[src/rtl/lif_hidden_neuron.sv]
// Leaky integrate-and-fire neuron fed by a serial stream of input-layer activations.
// Each beat is weighted, integrated with saturation, leaked at end of timestep and thresholded.
module lif_hidden_neuron #(
  parameter int N_INPUTS     = 16,
  parameter int IDX_W        = 4,
  parameter int W_W          = 8,
  parameter int ACC_W        = 20,
  parameter int THRESHOLD    = 1000,
  parameter int LEAK_SHIFT   = 3,
  parameter int REFRAC_STEPS = 2
) (
  input  logic                    i_clk,
  input  logic                    i_rst,
  input  logic [7:0]              i_data,
  input  logic                    i_valid,
  input  logic                    i_last,
  output logic                    o_ready,
  input  logic                    i_w_we,
  input  logic [IDX_W-1:0]        i_w_addr,
  input  logic signed [W_W-1:0]   i_w_data,
  output logic                    o_spike,
  output logic signed [ACC_W-1:0] o_membrane,
  output logic                    o_refrac,
  output logic                    o_overrun
);

  localparam int EXT_W = ACC_W + 2;
  localparam int RC_W  = (REFRAC_STEPS > 0) ? $clog2(REFRAC_STEPS + 1) : 1;

  localparam logic signed [EXT_W-1:0] V_MAX = {3'b000, {(ACC_W-1){1'b1}}};
  localparam logic signed [EXT_W-1:0] V_MIN = {3'b111, {(ACC_W-1){1'b0}}};
  localparam logic signed [ACC_W-1:0] THRESH_V = ACC_W'(THRESHOLD);
  localparam logic [RC_W-1:0]         REFRAC_INIT = RC_W'(REFRAC_STEPS);
  localparam logic [IDX_W:0]          IDX_LIMIT = (IDX_W+1)'(N_INPUTS);

  typedef enum logic {
    ST_ACCUM = 1'b0,
    ST_EVAL  = 1'b1
  } state_t;

  state_t                  state_q, state_d;
  logic signed [W_W-1:0]   weight_q [N_INPUTS];
  logic [IDX_W:0]          idx_q, idx_d;
  logic signed [ACC_W-1:0] v_q, v_d;
  logic [RC_W-1:0]         refrac_q, refrac_d;
  logic                    spike_q, spike_d;
  logic                    overrun_q, overrun_d;

  logic                    idx_in_range;
  logic signed [W_W-1:0]   weight_sel;
  logic signed [EXT_W-1:0] data_ext;
  logic signed [EXT_W-1:0] weight_ext;
  logic signed [EXT_W-1:0] prod_ext;
  logic signed [EXT_W-1:0] sum_ext;
  logic signed [ACC_W-1:0] sum_sat;
  logic signed [ACC_W-1:0] v_leak;
  logic                    leak_fires;

  // Index one past the table means the upstream sent too many beats; such beats weigh zero.
  assign idx_in_range = (idx_q < IDX_LIMIT);
  assign weight_sel   = idx_in_range ? weight_q[idx_q[IDX_W-1:0]] : '0;

  always_comb begin
    data_ext   = EXT_W'($signed({1'b0, i_data}));
    weight_ext = EXT_W'(weight_sel);
    prod_ext   = data_ext * weight_ext;
    sum_ext    = EXT_W'(v_q) + prod_ext;
    if (sum_ext > V_MAX) begin
      sum_sat = V_MAX[ACC_W-1:0];
    end else if (sum_ext < V_MIN) begin
      sum_sat = V_MIN[ACC_W-1:0];
    end else begin
      sum_sat = sum_ext[ACC_W-1:0];
    end
    v_leak     = v_q - (v_q >>> LEAK_SHIFT);
    leak_fires = (v_leak >= THRESH_V);
  end

  always_comb begin
    state_d   = state_q;
    idx_d     = idx_q;
    v_d       = v_q;
    refrac_d  = refrac_q;
    spike_d   = 1'b0;
    overrun_d = overrun_q;
    o_ready   = 1'b0;
    case (state_q)
      ST_ACCUM: begin
        o_ready = !i_rst;
        if (i_valid && o_ready) begin
          if (!idx_in_range) begin
            overrun_d = 1'b1;
          end
          if (refrac_q == '0) begin
            v_d = sum_sat;
          end
          if (i_last) begin
            idx_d   = '0;
            state_d = ST_EVAL;
          end else if (idx_in_range) begin
            idx_d = idx_q + 1'b1;
          end
        end
      end
      ST_EVAL: begin
        state_d = ST_ACCUM;
        if (refrac_q != '0) begin
          refrac_d = refrac_q - 1'b1;
        end else if (leak_fires) begin
          spike_d  = 1'b1;
          v_d      = '0;
          refrac_d = REFRAC_INIT;
        end else begin
          v_d = v_leak;
        end
      end
      default: state_d = ST_ACCUM;
    endcase
  end

  always_ff @(posedge i_clk) begin
    if (i_rst) begin
      state_q   <= ST_ACCUM;
      idx_q     <= '0;
      v_q       <= '0;
      refrac_q  <= '0;
      spike_q   <= 1'b0;
      overrun_q <= 1'b0;
      for (int i = 0; i < N_INPUTS; i++) begin
        weight_q[i] <= '0;
      end
    end else begin
      state_q   <= state_d;
      idx_q     <= idx_d;
      v_q       <= v_d;
      refrac_q  <= refrac_d;
      spike_q   <= spike_d;
      overrun_q <= overrun_d;
      if (i_w_we) begin
        weight_q[i_w_addr] <= i_w_data;
      end
    end
  end

  assign o_spike    = spike_q;
  assign o_membrane = v_q;
  assign o_refrac   = (refrac_q != '0);
  assign o_overrun  = overrun_q;

endmodule

[config.mk]
export PLATFORM = sky130hd
export DESIGN_NAME = lif_hidden_neuron
export DESIGN_NICKNAME = d
export VERILOG_FILES = /design/src/rtl/lif_hidden_neuron.sv
export SDC_FILE = /design/constraint.sdc
export NUM_CORES = 1
export LEC_CHECK = 0
export BUFFER_PORTS_ARGS = -buffer_cell sky130_fd_sc_hd__buf_2
export CAP_MARGIN = 10
export CELL_PAD_IN_SITES_DETAIL_PLACEMENT = 0
export CELL_PAD_IN_SITES_GLOBAL_PLACEMENT = 2
export CORE_MARGIN = 8
export CORE_UTILIZATION = 39
export DETAILED_ROUTE_END_ITERATION = 7
export GPL_ROUTABILITY_DRIVEN = 0
export GPL_TIMING_DRIVEN = 0
export PLACE_DENSITY_LB_ADDON = 0.1
export SETUP_SLACK_MARGIN = 0.2
export SYNTH_ARGS = -nofsm -noshare
export SYNTH_HDL_FRONTEND = slang
export SYNTH_SLANG_ARGS = --single-unit
export TNS_END_PERCENT = 20
[constraint.sdc]
create_clock -name i_clk -period 6.8 [get_ports i_clk]
set_input_delay 1.36 -clock i_clk [delete_from_list [all_inputs] [get_ports i_clk]]
set_output_delay 1.36 -clock i_clk [all_outputs]
set_load 0.02 [all_outputs]
# ---- After elaboration in Yosys (flattened, before gate mapping)
# Memory sizes are Yosys's and may differ from the RTL's. A register that Yosys moved wholly into a read port is not among the register bits.
# Cells that the tools add are included.
dict set report totals {
  memories 1
  in_bits 25
  ram_bits 128
  output_inout_bits 24
  ff_bits 30
  wordCells 60
}
dict set report classes {
  bitwise_logic 2
  magnitude_cmp 4
  n_eq_ne 3
  n_mul 1
  n_mux 27
  addsub 4
  reduce_logical 12
}
# name depth width rd rd_ports_with_merged_regs write_ports line_no
set memory_table {}
lappend memory_table {weight_q 16 8 1 1 16 42} ;# logic signed [W_W-1:0] weight_q [N_INPUTS];
# op n
set ops {}
lappend ops {{2-to-1 mux 20 bit} 6}
lappend ops {{one-hot mux 20 bit (2 select lines)} 1}
lappend ops {{adder 20 x 17 -> 21 bit} 1}
lappend ops {{> comparator 21 x 20 -> 1 bit, second input constant} 1}
lappend ops {{< comparator 21 x 20 -> 1 bit, second input constant} 1}
lappend ops {{>= comparator 20 x 11 -> 1 bit, second input constant} 1}
lappend ops {{subtractor 20 x 17 -> 20 bit} 1}
lappend ops {{multiplier 9 x 8 -> 17 bit} 1}
lappend ops {{2-to-1 mux 8 bit} 2}
lappend ops {{2-to-1 mux 4 bit} 3}
lappend ops {{2-to-1 mux 1 bit} 10}
lappend ops {{2-to-1 mux 5 bit} 2}
lappend ops {{AND reduction 3 bit} 3}
lappend ops {{OR reduction 8 bit} 1}
lappend ops {{!= test 2 bit, second input constant} 3}
lappend ops {{nonzero test 2 bit} 3}
lappend ops {{adder 5 x 1 -> 5 bit, second input constant} 1}
lappend ops {{< comparator 5 bit, second input constant} 1}
lappend ops {{2-to-1 mux 2 bit} 2}
lappend ops {{OR reduction 3 bit} 1}
lappend ops {{zero test 2 bit} 1}
lappend ops {{inverter 1 bit} 2}
lappend ops {{one-hot mux 1 bit (2 select lines)} 1}
lappend ops {{AND reduction 2 bit} 1}
lappend ops {{3 further kinds} 3}

# ---- Logic depth before layout (Yosys ltp)
# Gate-level depths: netlist (run 1).
dict set report logic_depth {
  depth_word 10
  mapped_depth 28
  mapped_depth_nobuf 24
}

# ---- Worst setup path before layout (run 1)
# OpenSTA, ideal clock, no wires.
dict set report synth_timing {
  path_type {register -> register}
  start {reg with a tool-made name}
  end {reg v_q[15], in the netlist o_membrane[15]}
  stages_incl_launch_ff 25
  required_ps 6705
  arrival_time_ps 7168
  setup_time_ps 95
  setup_slack_ps -463
  synth_period_minus_slack_ps 7263
  path_buffers 2
  path_cell_list {dfxtp_1 > clkbuf_1 > buf_1 > mux4_2 > mux4_2 > and3_1 > fa_1 > inv_1 > fa_1 > inv_1 > fa_1 > fa_1 > inv_1 > fa_1 > inv_1 > ha_1 > o211ai_1 > o211ai_1 > a211oi_1 > o31ai_1 > xor2_1 > o21ai_2 > or3_1 > o41a_1 > a221oi_1}
}
# item line_no
set synth_rtl {}
lappend synth_rtl {{end signal: assignment} 135} ;# v_q <= v_d;
lappend synth_rtl {{end: declaration} 44} ;# logic signed [ACC_W-1:0] v_q, v_d;

==> results of run 1 <==
## cells in the mapped netlist, drive strengths merged, types with 11 or more instances
cell    count
a21oi      48
and2      136
and3       39
clkbuf     26
dfxtp      34
edfxtp    128
fa         54
ha         84
inv        99
mux4       40
nand2      42
nand2b     14
nor2       64
o21ai      38
or2        19
xnor2      15
xor2       11
## layout make-up
cell class                      count  area share
Inverter                          100     0.02768
Multi-Input combinational cell    738      0.4984
Buffer                             36     0.01910
Sequential cell                   162      0.3338
Clock buffer                       17     0.03137
Tap cell                          390     0.03598
Clock inverter                     15     0.01522
Timing Repair Buffer               77     0.03847
## per-layer routing
metal  global-route usage  up-vias  share of wire
met4              0.04424        0          0.016
met5                    0        -              0
met1               0.2142     4088           0.42
met3              0.02062       25          0.018
met2               0.3432       98           0.54
li1                     -     3909              -
## power by group
group,switching [mW],internal [mW]
clock network,0.482,0.536
registers,0.0700,1.15
logic,1.96,1.46
## through the flow
stage,TNS (ns),cell area [um2]
2_1_floorplan,0,11660
3_3_place_gp,-16.05,12390
3_5_place_dp,-16.71,12390
4_1_cts,-4.431,13400
5_1_grt,-8.026,13560
6_report,-2.941,13560
## kinds of logic after synthesis
| logic type | Yosys count |
|---|---|
| simple gates | 356 |
| compound gates | 175 |
| flops | 162 |
| fa+ha+maj | 138 |
| buf+inv | 136 |
| mux | 43 |
| xor+xnor | 26 |
## worst min-delay path, cell delays in order (launching register included)
cell                       delay [ns]
sky130_fd_sc_hd__dfxtp_1         0.31
sky130_fd_sc_hd__nand2b_1        0.06
sky130_fd_sc_hd__mux2i_1         0.06
## worst max path at each step
stage,start,end,slack [ns],cells past startpoint
3_3_place_gp,flip-flop,o_membrane[11]$_SDFFE_PP0P_,-0.95,24
2_1_floorplan,flip-flop,o_membrane[15]$_SDFFE_PP0P_,0.21,24
6_report,flip-flop,o_membrane[9]$_SDFFE_PP0P_,-0.27,27
4_1_cts,flip-flop,o_membrane[6]$_SDFFE_PP0P_,-0.31,25
3_5_place_dp,flip-flop,o_membrane[11]$_SDFFE_PP0P_,-0.98,24
5_1_grt,flip-flop,o_membrane[9]$_SDFFE_PP0P_,-0.50,29
## sequential cells by signal, indices dropped and copies added, names as in the netlist, named ones only
signal	flops
o_spike	1
refrac_q	2
state_q	1
idx_q	5
weight_q	128
o_membrane	20
o_overrun	1
## repair_timing
item | in CTS | in global routing
pin swaps | 13 | 10
gates cloned | 3 | 0
resized for setup | 43 | 31
setup buffers | 23 | 3
endpoints found under the setup margin | 20 | 20
==> flow_summary.toml, run 1 <==
[outcome]
run_status = "finished with violations"
violations = "setup timing"

[yosys]
seq_area_frac_synth = 0.3915
synth_area_leader_cell = "sky130_fd_sc_hd__edfxtp_1"
yosysWarningCount = 0
synth_mux_area_frac = 0.08066
yosysTopAreaCellShare = 0.3326
yosysUniqueCellTypes = 79
netlist_top_cells_area = "sky130_fd_sc_hd__edfxtp_1 33%, sky130_fd_sc_hd__fa_1 9.4%, sky130_fd_sc_hd__ha_1 9.1%, sky130_fd_sc_hd__mux4_2 7.8%, sky130_fd_sc_hd__and2_1 7.3%"
yosys.area_share.xor_xnor = 0.01971
synth_compound_area_frac = 0.1052
synth_simple_gate_area_share = 0.1727
ys_async_sr_fraction = 0
ys_seq_elements = 162
post_synth_fa_ha_maj_area_fraction = 0.1845
synth_top_family_by_area = "adder cells"
post_synth_edffs = 128
synthCells = 1036
synth_area_um2 = 11560
syn_area_per_cell_um2 = 11.15
syn-num-nets = 1199
synth_flop_cell = "sky130_fd_sc_hd__edfxtp_1"

[setup_path]
worst-endpoint-arrival_ns = 7.38
timing.critical_path.fanout_max = 7
crit-reg2reg-capture = "o_membrane[9]$_SDFFE_PP0P_"
critPathMaxStageDelay_ns = 0.59
path_delay_family = "adder cells"
rrSetupSlack_ns = -0.27
timing.critical_path.mode_cell = "sky130_fd_sc_hd__fa_1"
timing.critical_path.to_type = "flip-flop"
cp_num_buf_inv = 9
critical_path.startpoint_type = "flip-flop"
worst_path_max_delay_cell = "sky130_fd_sc_hd__mux4_2"
critPathKind = "reg2reg"
crit_required_ns = 7.11
worstRegToRegCells = 27

[global_routing]
globalRouteOverflowTotal = 0
vias_in_the_first_global_route = 8564
groute.usage.overall = 0.1814
grt_first_pass_wirelength_um = 49610
number_of_antenna_violations_at_the_first_check_in_global_routing = 0
largest_net_degree_at_the_start_of_global_routing = 20

[clock_tree]
cts_tree = "yes"
cts-hold-fix-buffers = 0
clk_transition_reported_paths_ns = 0.07
clock_sink_count = 162
cts_buffer_depth = 2
clock-root-buffer = "sky130_fd_sc_hd__clkbuf_16"
clk-insertion-delay-late_ns = 0.44
clock_h_tree_levels = 4
numCtsBuffers = 17

[cells_and_area]
layout.cells.non_filler = 1535
n_antenna_cell = 0
final_cell_mix = "133 x sky130_fd_sc_hd__and2_1, 128 x sky130_fd_sc_hd__edfxtp_1, 93 x sky130_fd_sc_hd__inv_1"
post_route_cells_drive_above_1_share = 0.2175
num-fill-cells = 2768
layout.core_utilization = 0.4613
fin_nets = 1295
layout_commonest_cell = "sky130_fd_sc_hd__and2_1"
seqCellArea_um2 = 4527
multiInputGateArea_um2 = 6759
syn2layout_area_growth_pct = 17.36

[placed_design]
port-buffer-count = 48
place.detailed.hpwl_um = 24750
dp.cells = 1474
post-place-ws_ns = -0.9769

[timing]
drv_slew = 0
final.min_clock_period_ns = 7.071
report.final.hold_viol_count = 0
final_min_period_over_clock_period = 1.040
final.setup.worst_slack_ns = -0.2708
timing.slew.headroom = 0.3439
setup_viol_count_final = 19
clock_skew_ns = 0.02379
worst_max_slew_pin_slew_ns = 0.9766
grt_setup_unrepaired = "true"
holdWs_ns = 0.4792
max_clock_freq_mhz = 141.4

[floorplan]
die_w_um = 188.1
placeableCoreArea_um2 = 29400
rows = 63
die-area_um2 = 35390
chipHeight_um = 188.1
floorplan.initialDensity = 0.3930
floorplan.io_pins = 49

[routing]
vias = 8120
drtPass1Iterations = 4
postRouteWirelength_um = 31790
wl_per_cell_um = 20.71
drt-initial-drc-count = 326
post-route-drc-count = 0
antenna_violating_nets_post_route = 0
via_per_inst = 5.290

[hold_path]
endpoint_of_the_worst_hold_path = "refrac_q[0]$_SDFFE_PP0P_"
hold_wc_startpoint = "refrac_q[0]$_SDFFE_PP0P_"
timing.hold.worst.class = "reg2reg"
hold_critical_path_depth = 2

[pwr]
static-leakage-power_nw = 5.643
ir_worst_vdd_mv = 0.2617
power.density_nw_per_um2 = 417.7
post-layout-total-power_mw = 5.665

[flow_run]
max_capacitance_violation_count = 0
Note: power is estimated with default switching activity, not from simulation.
==> run 2: changes to the inputs <==
--- a/config.mk
+++ b/config.mk
@@ -14,8 +14,9 @@
 export DETAILED_ROUTE_END_ITERATION = 7
 export GPL_ROUTABILITY_DRIVEN = 0
 export GPL_TIMING_DRIVEN = 0
-export PLACE_DENSITY_LB_ADDON = 0.1
+export PLACE_DENSITY = 0.83
 export SETUP_SLACK_MARGIN = 0.2
+export SKIP_LAST_GASP = 1
 export SYNTH_ARGS = -nofsm -noshare
 export SYNTH_HDL_FRONTEND = slang
 export SYNTH_SLANG_ARGS = --single-unit
==> flow_summary.toml, run 2 (same netlist as run 1, synthesis figures left out) <==
[cells_and_area]
largest_register_ff_count = 128
register_with_the_highest_flop_count = "weight_q"
seqCellArea_um2 = 4527
n_antenna_cell = 0
layout_commonest_cell = "sky130_fd_sc_hd__and2_1"
post_route_cells_drive_above_1_share = 0.2188
multiInputGateArea_um2 = 6754
final_cell_mix = "133 x sky130_fd_sc_hd__and2_1, 128 x sky130_fd_sc_hd__edfxtp_1, 92 x sky130_fd_sc_hd__inv_1"
fin_nets = 1297
layout.cells.non_filler = 1537
syn2layout_area_growth_pct = 17.46
num-fill-cells = 2740

[clock_tree]
clock_sink_count = 162
clock_h_tree_levels = 4
clk-insertion-delay-late_ns = 0.43
numCtsBuffers = 17
cts_tree = "yes"
clk_transition_reported_paths_ns = 0.07
cts_buffer_depth = 2
clock-root-buffer = "sky130_fd_sc_hd__clkbuf_16"

[setup_path]
crit_required_ns = 7.13
timing.critical_path.fanout_max = 7
rrSetupSlack_ns = -0.22
critPathKind = "reg2reg"
worst-endpoint-arrival_ns = 7.35
crit-reg2reg-capture = "o_membrane[6]$_SDFFE_PP0P_"
timing.critical_path.to_type = "flip-flop"
worstRegToRegCells = 26
critical_path.startpoint_type = "flip-flop"

[timing]
setup_viol_count_final = 19
clock_skew_ns = 0.01544
max_clock_freq_mhz = 142.4
final_min_period_over_clock_period = 1.032
grt_setup_unrepaired = "true"
final.setup.worst_slack_ns = -0.2202
drv_slew = 0
final.min_clock_period_ns = 7.020
fin_setup_tns_ns = -2.774
worst_max_slew_pin_slew_ns = 0.8455
report.final.hold_viol_count = 0
timing.slew.headroom = 0.4320

[global_routing]
groute.usage.overall = 0.1696
number_of_antenna_violations_at_the_first_check_in_global_routing = 0
grt_first_pass_wirelength_um = 47380
largest_net_degree_at_the_start_of_global_routing = 21
vias_in_the_first_global_route = 8377
globalRouteOverflowTotal = 0

[placed_design]
place.detailed.hpwl_um = 23000
dp.cells = 1474
port-buffer-count = 48

[floorplan]
rows = 63
die-area_um2 = 35390
floorplan.initialDensity = 0.3930
placeableCoreArea_um2 = 29400
die_w_um = 188.1
chipHeight_um = 188.1
floorplan.io_pins = 49

[hold_path]
hold_critical_path_depth = 2
timing.hold.worst.class = "reg2reg"
endpoint_of_the_worst_hold_path = "refrac_q[0]$_SDFFE_PP0P_"
hold_wc_startpoint = "refrac_q[0]$_SDFFE_PP0P_"

[flow_run]
max_capacitance_violation_count = 0

[pwr]
static-leakage-power_nw = 5.616
comb_power_share = 0.618
clock_power_share = 0.173
power.density_nw_per_um2 = 426.6
ir_worst_vdd_mv = 0.2501
net_switching_power_mw = 2.553
power.internal_mw = 3.238
switching_share = 0.4409
pwr-share-seq = 0.209

[routing]
vias = 8207
postRouteWirelength_um = 29690
via_per_inst = 5.340
post-route-drc-count = 0
drt-initial-drc-count = 480
drtPass1Iterations = 5
wl_per_cell_um = 19.32
antenna_violating_nets_post_route = 0

[outcome]
run_status = "finished with violations"
violations = "setup timing"
run 2: cell types whose count changed in the layout (fill, tap and decap cells not counted), sizes merged:
| cell | previous run | this run |
|---|---|---|
| buf | 87 | 89 |
| bufinv | 1 | 0 |
| clkinvlp | 1 | 0 |
| inv | 105 | 107 |
run 2: how the worst max path moves through the flow:
stage | startpoint | end | slack [ns] | cells after the start
2_1_floorplan | flip-flop | o_membrane[15]$_SDFFE_PP0P_ | 0.21 | 24
3_3_place_gp | flip-flop | o_membrane[15]$_SDFFE_PP0P_ | -0.82 | 23
3_5_place_dp | flip-flop | o_membrane[9]$_SDFFE_PP0P_ | -0.82 | 24
4_1_cts | flip-flop | o_membrane[15]$_SDFFE_PP0P_ | -0.33 | 24
5_1_grt | flip-flop | o_membrane[14]$_SDFFE_PP0P_ | -0.42 | 24
6_report | flip-flop | o_membrane[6]$_SDFFE_PP0P_ | -0.22 | 26
run 2: final cells by class:
type,instances,share of cell area
multi-input combinational,738,0.4976
timing repair buffer,79,0.04046
clock inverter,15,0.01447
clock buffer,17,0.03134
sequential,162,0.3335
buffer,36,0.01908
inverter,100,0.02765
tap,390,0.03595
run 2: critical path, stage by stage (launching register included):
cell and delay, ns:
sky130_fd_sc_hd__dfxtp_2 0.33, sky130_fd_sc_hd__clkbuf_16 0.19, sky130_fd_sc_hd__buf_12 0.14, sky130_fd_sc_hd__mux4_2 0.55, sky130_fd_sc_hd__mux4_2 0.57, sky130_fd_sc_hd__and3_4 0.22, sky130_fd_sc_hd__fa_1 0.50, sky130_fd_sc_hd__inv_2 0.04
sky130_fd_sc_hd__fa_1 0.48, sky130_fd_sc_hd__inv_2 0.04, sky130_fd_sc_hd__fa_1 0.48, sky130_fd_sc_hd__fa_1 0.53, sky130_fd_sc_hd__inv_1 0.06, sky130_fd_sc_hd__fa_1 0.49, sky130_fd_sc_hd__inv_2 0.04, sky130_fd_sc_hd__ha_4 0.21
sky130_fd_sc_hd__buf_4 0.13, sky130_fd_sc_hd__o211a_1 0.22, sky130_fd_sc_hd__o31ai_2 0.09, sky130_fd_sc_hd__a21oi_1 0.17, sky130_fd_sc_hd__o22ai_1 0.28, sky130_fd_sc_hd__xnor2_2 0.17, sky130_fd_sc_hd__o21ai_2 0.23, sky130_fd_sc_hd__buf_4 0.16
sky130_fd_sc_hd__o21ai_2 0.07, sky130_fd_sc_hd__or3_1 0.31, sky130_fd_sc_hd__and3_4 0.18
run 2: per-layer routing:
layer | track usage | vias to the layer above | wire length, um
met2 | 0.2756 | 154 | 14250
li1 | - | 3898 | -
met5 | 0 | - | 0
met4 | 0.04000 | 0 | 357
met3 | 0.02433 | 22 | 1149
met1 | 0.2358 | 4133 | 13930
run 2: metrics by stage:
stage	total power, mW	utilization	area, um2	hold slack (ns)	setup WS [ns]
5_1_grt	6.220	0.4617	13570	0.5120	-0.4213
3_5_place_dp	4.331	0.4213	12390	0.4614	-0.8196
3_3_place_gp	4.325	0.4213	12390	0.4528	-0.8190
2_1_floorplan	3.588	-	11660	0.4491	0.2139
6_report	5.791	0.4617	13570	0.4754	-0.2202
4_1_cts	5.528	0.4550	13380	0.4810	-0.3255
run 2: power groups by stage:
stage	sequential (mW)	clock, mW	combinational (mW)
2_1_floorplan	1.25	0	2.34
3_3_place_gp	1.23	0	3.09
3_5_place_dp	1.24	0	3.09
4_1_cts	1.21	1.01	3.30
5_1_grt	1.22	1.05	3.95
6_report	1.21	1.00	3.58
run 2: repair_timing:
item / CTS / global route
hold buffers: 0 / 0
resized for setup: 34 / 37
gates cloned: 3 / 0
buffers inserted: 24 / 4
pin swaps: 19 / 10
endpoints found under the hold margin: 0 / 0
setup endpoints to repair: 20 / 20
==> run 3: changes to the inputs <==
--- a/config.mk
+++ b/config.mk
@@ -5,16 +5,16 @@
 export SDC_FILE = /design/constraint.sdc
 export NUM_CORES = 1
 export LEC_CHECK = 0
-export BUFFER_PORTS_ARGS = -buffer_cell sky130_fd_sc_hd__buf_2
 export CAP_MARGIN = 10
 export CELL_PAD_IN_SITES_DETAIL_PLACEMENT = 0
 export CELL_PAD_IN_SITES_GLOBAL_PLACEMENT = 2
 export CORE_MARGIN = 8
-export CORE_UTILIZATION = 39
+export CORE_UTILIZATION = 40
 export DETAILED_ROUTE_END_ITERATION = 7
+export DONT_BUFFER_PORTS = 1
 export GPL_ROUTABILITY_DRIVEN = 0
 export GPL_TIMING_DRIVEN = 0
-export PLACE_DENSITY = 0.83
+export PLACE_DENSITY = 0.82
 export SETUP_SLACK_MARGIN = 0.2
 export SKIP_LAST_GASP = 1
 export SYNTH_ARGS = -nofsm -noshare
==> flow_summary.toml, run 3 (same netlist as run 1, synthesis figures left out) <==
[outcome]
run_status = "finished with violations"
violations = "setup timing"

[timing]
holdWs_ns = 0.4774
setup_viol_count_final = 19
max_clock_freq_mhz = 141.3
worst_max_slew_pin_slew_ns = 1.116
final.min_clock_period_ns = 7.077
report.final.hold_viol_count = 0
final.setup.worst_slack_ns = -0.2771
timing.slew.headroom = 0.2502
fin_setup_tns_ns = -2.814
grt_setup_unrepaired = "true"
drv_slew = 0
final_min_period_over_clock_period = 1.041
clock_skew_ns = 0.01813

[cells_and_area]
n_antenna_cell = 0
post_route_cells_drive_above_1_share = 0.1648
fin_nets = 1248
register_with_the_highest_flop_count = "weight_q"
syn2layout_area_growth_pct = 15.10
final_cell_mix = "134 x sky130_fd_sc_hd__and2_1, 128 x sky130_fd_sc_hd__edfxtp_1, 95 x sky130_fd_sc_hd__inv_1"
largest_register_ff_count = 128
fin_area_um2 = 13300
layout.cells.non_filler = 1482
seqCellArea_um2 = 4526
multiInputGateArea_um2 = 6688
layout_commonest_cell = "sky130_fd_sc_hd__and2_1"
num-fill-cells = 2710

[setup_path]
rrSetupSlack_ns = -0.28
timing.critical_path.to_type = "flip-flop"
crit-reg2reg-capture = "o_membrane[6]$_SDFFE_PP0P_"
crit_required_ns = 7.14
cp_num_buf_inv = 7
path_delay_family = "adder cells"
critical_path.startpoint_type = "flip-flop"
worst_path_max_delay_cell = "sky130_fd_sc_hd__mux4_2"
timing.critical_path.fanout_max = 7
critPathKind = "reg2reg"
worstRegToRegCells = 25
critPathMaxStageDelay_ns = 0.55
worst-endpoint-arrival_ns = 7.41

[clock_tree]
clock-root-buffer = "sky130_fd_sc_hd__clkbuf_16"
cts_buffer_depth = 2
clock_h_tree_levels = 4
clk-insertion-delay-late_ns = 0.43
numCtsBuffers = 17
cts_tree = "yes"
cts-hold-fix-buffers = 0
clk_transition_reported_paths_ns = 0.08
clock_sink_count = 162

[global_routing]
gr-usage-met1 = 0.2434
top_usage_layer = "met2"
largest_net_degree_at_the_start_of_global_routing = 17
globalRouteMet2Util = 0.2938
met3_usage = 0.04568
grt_first_pass_wirelength_um = 47680
globalRouteOverflowTotal = 0
number_of_antenna_violations_at_the_first_check_in_global_routing = 1
groute.usage.overall = 0.1823
vias_in_the_first_global_route = 8137

[routing]
wl_per_cell_um = 20.48
via_per_inst = 5.437
postRouteWirelength_um = 30350
vias = 8057
post-route-drc-count = 0
drt-initial-drc-count = 532
drtPass1Iterations = 5
antenna_violating_nets_post_route = 0

[hold_path]
hold_critical_path_depth = 2
hold_wc_startpoint = "refrac_q[0]$_SDFFE_PP0P_"
endpoint_of_the_worst_hold_path = "refrac_q[0]$_SDFFE_PP0P_"
timing.hold.worst.class = "reg2reg"

[floorplan]
rows = 62
placeableCoreArea_um2 = 28550
floorplan.io_pins = 49
die-area_um2 = 34580
chipHeight_um = 186.0
floorplan.initialDensity = 0.4048
die_w_um = 186.0

[placed_design]
dp.cells = 1420
port-buffer-count = 0
place.detailed.hpwl_um = 22920
dpl-instance-area_um2 = 12140

[flow_run]
max_capacitance_violation_count = 0

[pwr]
power.density_nw_per_um2 = 418.6
static-leakage-power_nw = 5.433
ir_worst_vdd_mv = 0.2853
==> run 3: cell count changes in the layout (fill, tap and decap cells not counted), sizes merged <==
| cell | change |
|---|---|
| inv | -1 |
| clkbuf | +2 |
| clkinv | -5 |
| bufinv | +3 |
| buf | -49 |
| clkinvlp | +1 |
==> run 3: worst max-delay path by stage <==
stage / start / end / slack, ns / cells after the start
finish: flip-flop / o_membrane[6]$_SDFFE_PP0P_ / -0.28 / 25
global route: flip-flop / o_membrane[6]$_SDFFE_PP0P_ / -0.53 / 27
CTS: flip-flop / o_membrane[10]$_SDFFE_PP0P_ / -0.29 / 28
detailed placement: flip-flop / o_membrane[9]$_SDFFE_PP0P_ / -0.95 / 24
global placement: flip-flop / o_membrane[15]$_SDFFE_PP0P_ / -0.94 / 23
floorplan: flip-flop / o_membrane[15]$_SDFFE_PP0P_ / 0.21 / 24
==> run 3: metal layers <==
metal  vias to the layer above  part of all wire  wire length (um)
li1                       3810                 -                 -
met1                      4021              0.44             13460
met2                       201              0.48             14480
met3                        23             0.066              2012
met4                         2             0.013               382
met5                         -           0.00043                13
==> run 3: cell type report <==
| cell class | count | share of cell area |
|---|---|---|
| plain buffers | 36 | 0.02022 |
| clock buffers | 19 | 0.03255 |
| clock inverters | 13 | 0.01420 |
| inverters | 100 | 0.02822 |
| multi-input cells | 738 | 0.5028 |
| flip-flops and latches | 162 | 0.3402 |
| well taps | 384 | 0.03612 |
| repair buffers | 30 | 0.02568 |
==> run 3: per-stage QoR <==
stage | total power [mW] | setup WS, ns | utilization
final | 5.569 | -0.2771 | 0.4659
after global routing | 6.052 | -0.5297 | 0.4659
after CTS | 5.462 | -0.2899 | 0.4613
after detailed placement | 4.267 | -0.9514 | 0.4253
after global placement | 4.271 | -0.9430 | 0.4253
after floorplan | 3.588 | 0.2139 | -
==> run 3: repair_timing <==
| action | in CTS | in global routing |
|---|---|---|
| buffers inserted | 19 | 7 |
| pin swaps | 16 | 10 |
| endpoints found under the setup margin | 20 | 20 |
| cloned | 4 | 0 |
| gates resized for setup | 41 | 17 |
==> run 3: where the power goes <==
group	switching (mW)	internal [mW]
logic	1.83	1.43
clock network	0.448	0.594
registers	0.115	1.15
==> run 3: worst register-to-register path: stages (launching register included) <==
cell                        delay [ns]
sky130_fd_sc_hd__dfxtp_2          0.33
sky130_fd_sc_hd__clkbuf_16        0.17
sky130_fd_sc_hd__buf_12           0.11
sky130_fd_sc_hd__buf_16           0.12
sky130_fd_sc_hd__mux4_2           0.54
sky130_fd_sc_hd__mux4_2           0.55
sky130_fd_sc_hd__buf_4            0.16
sky130_fd_sc_hd__buf_4            0.14
sky130_fd_sc_hd__and3_1           0.19
sky130_fd_sc_hd__fa_1             0.52
sky130_fd_sc_hd__fa_1             0.44
sky130_fd_sc_hd__fa_1             0.52
sky130_fd_sc_hd__fa_1             0.49
sky130_fd_sc_hd__ha_1             0.31
sky130_fd_sc_hd__ha_1             0.36
sky130_fd_sc_hd__o21a_1           0.22
sky130_fd_sc_hd__o211a_1          0.22
sky130_fd_sc_hd__a211oi_2         0.26
sky130_fd_sc_hd__o31ai_1          0.11
sky130_fd_sc_hd__xor2_1           0.15
sky130_fd_sc_hd__buf_4            0.17
sky130_fd_sc_hd__a31oi_4          0.21
sky130_fd_sc_hd__buf_4            0.16
sky130_fd_sc_hd__o21ai_2          0.06
sky130_fd_sc_hd__or3_1            0.32
sky130_fd_sc_hd__and3_1           0.18
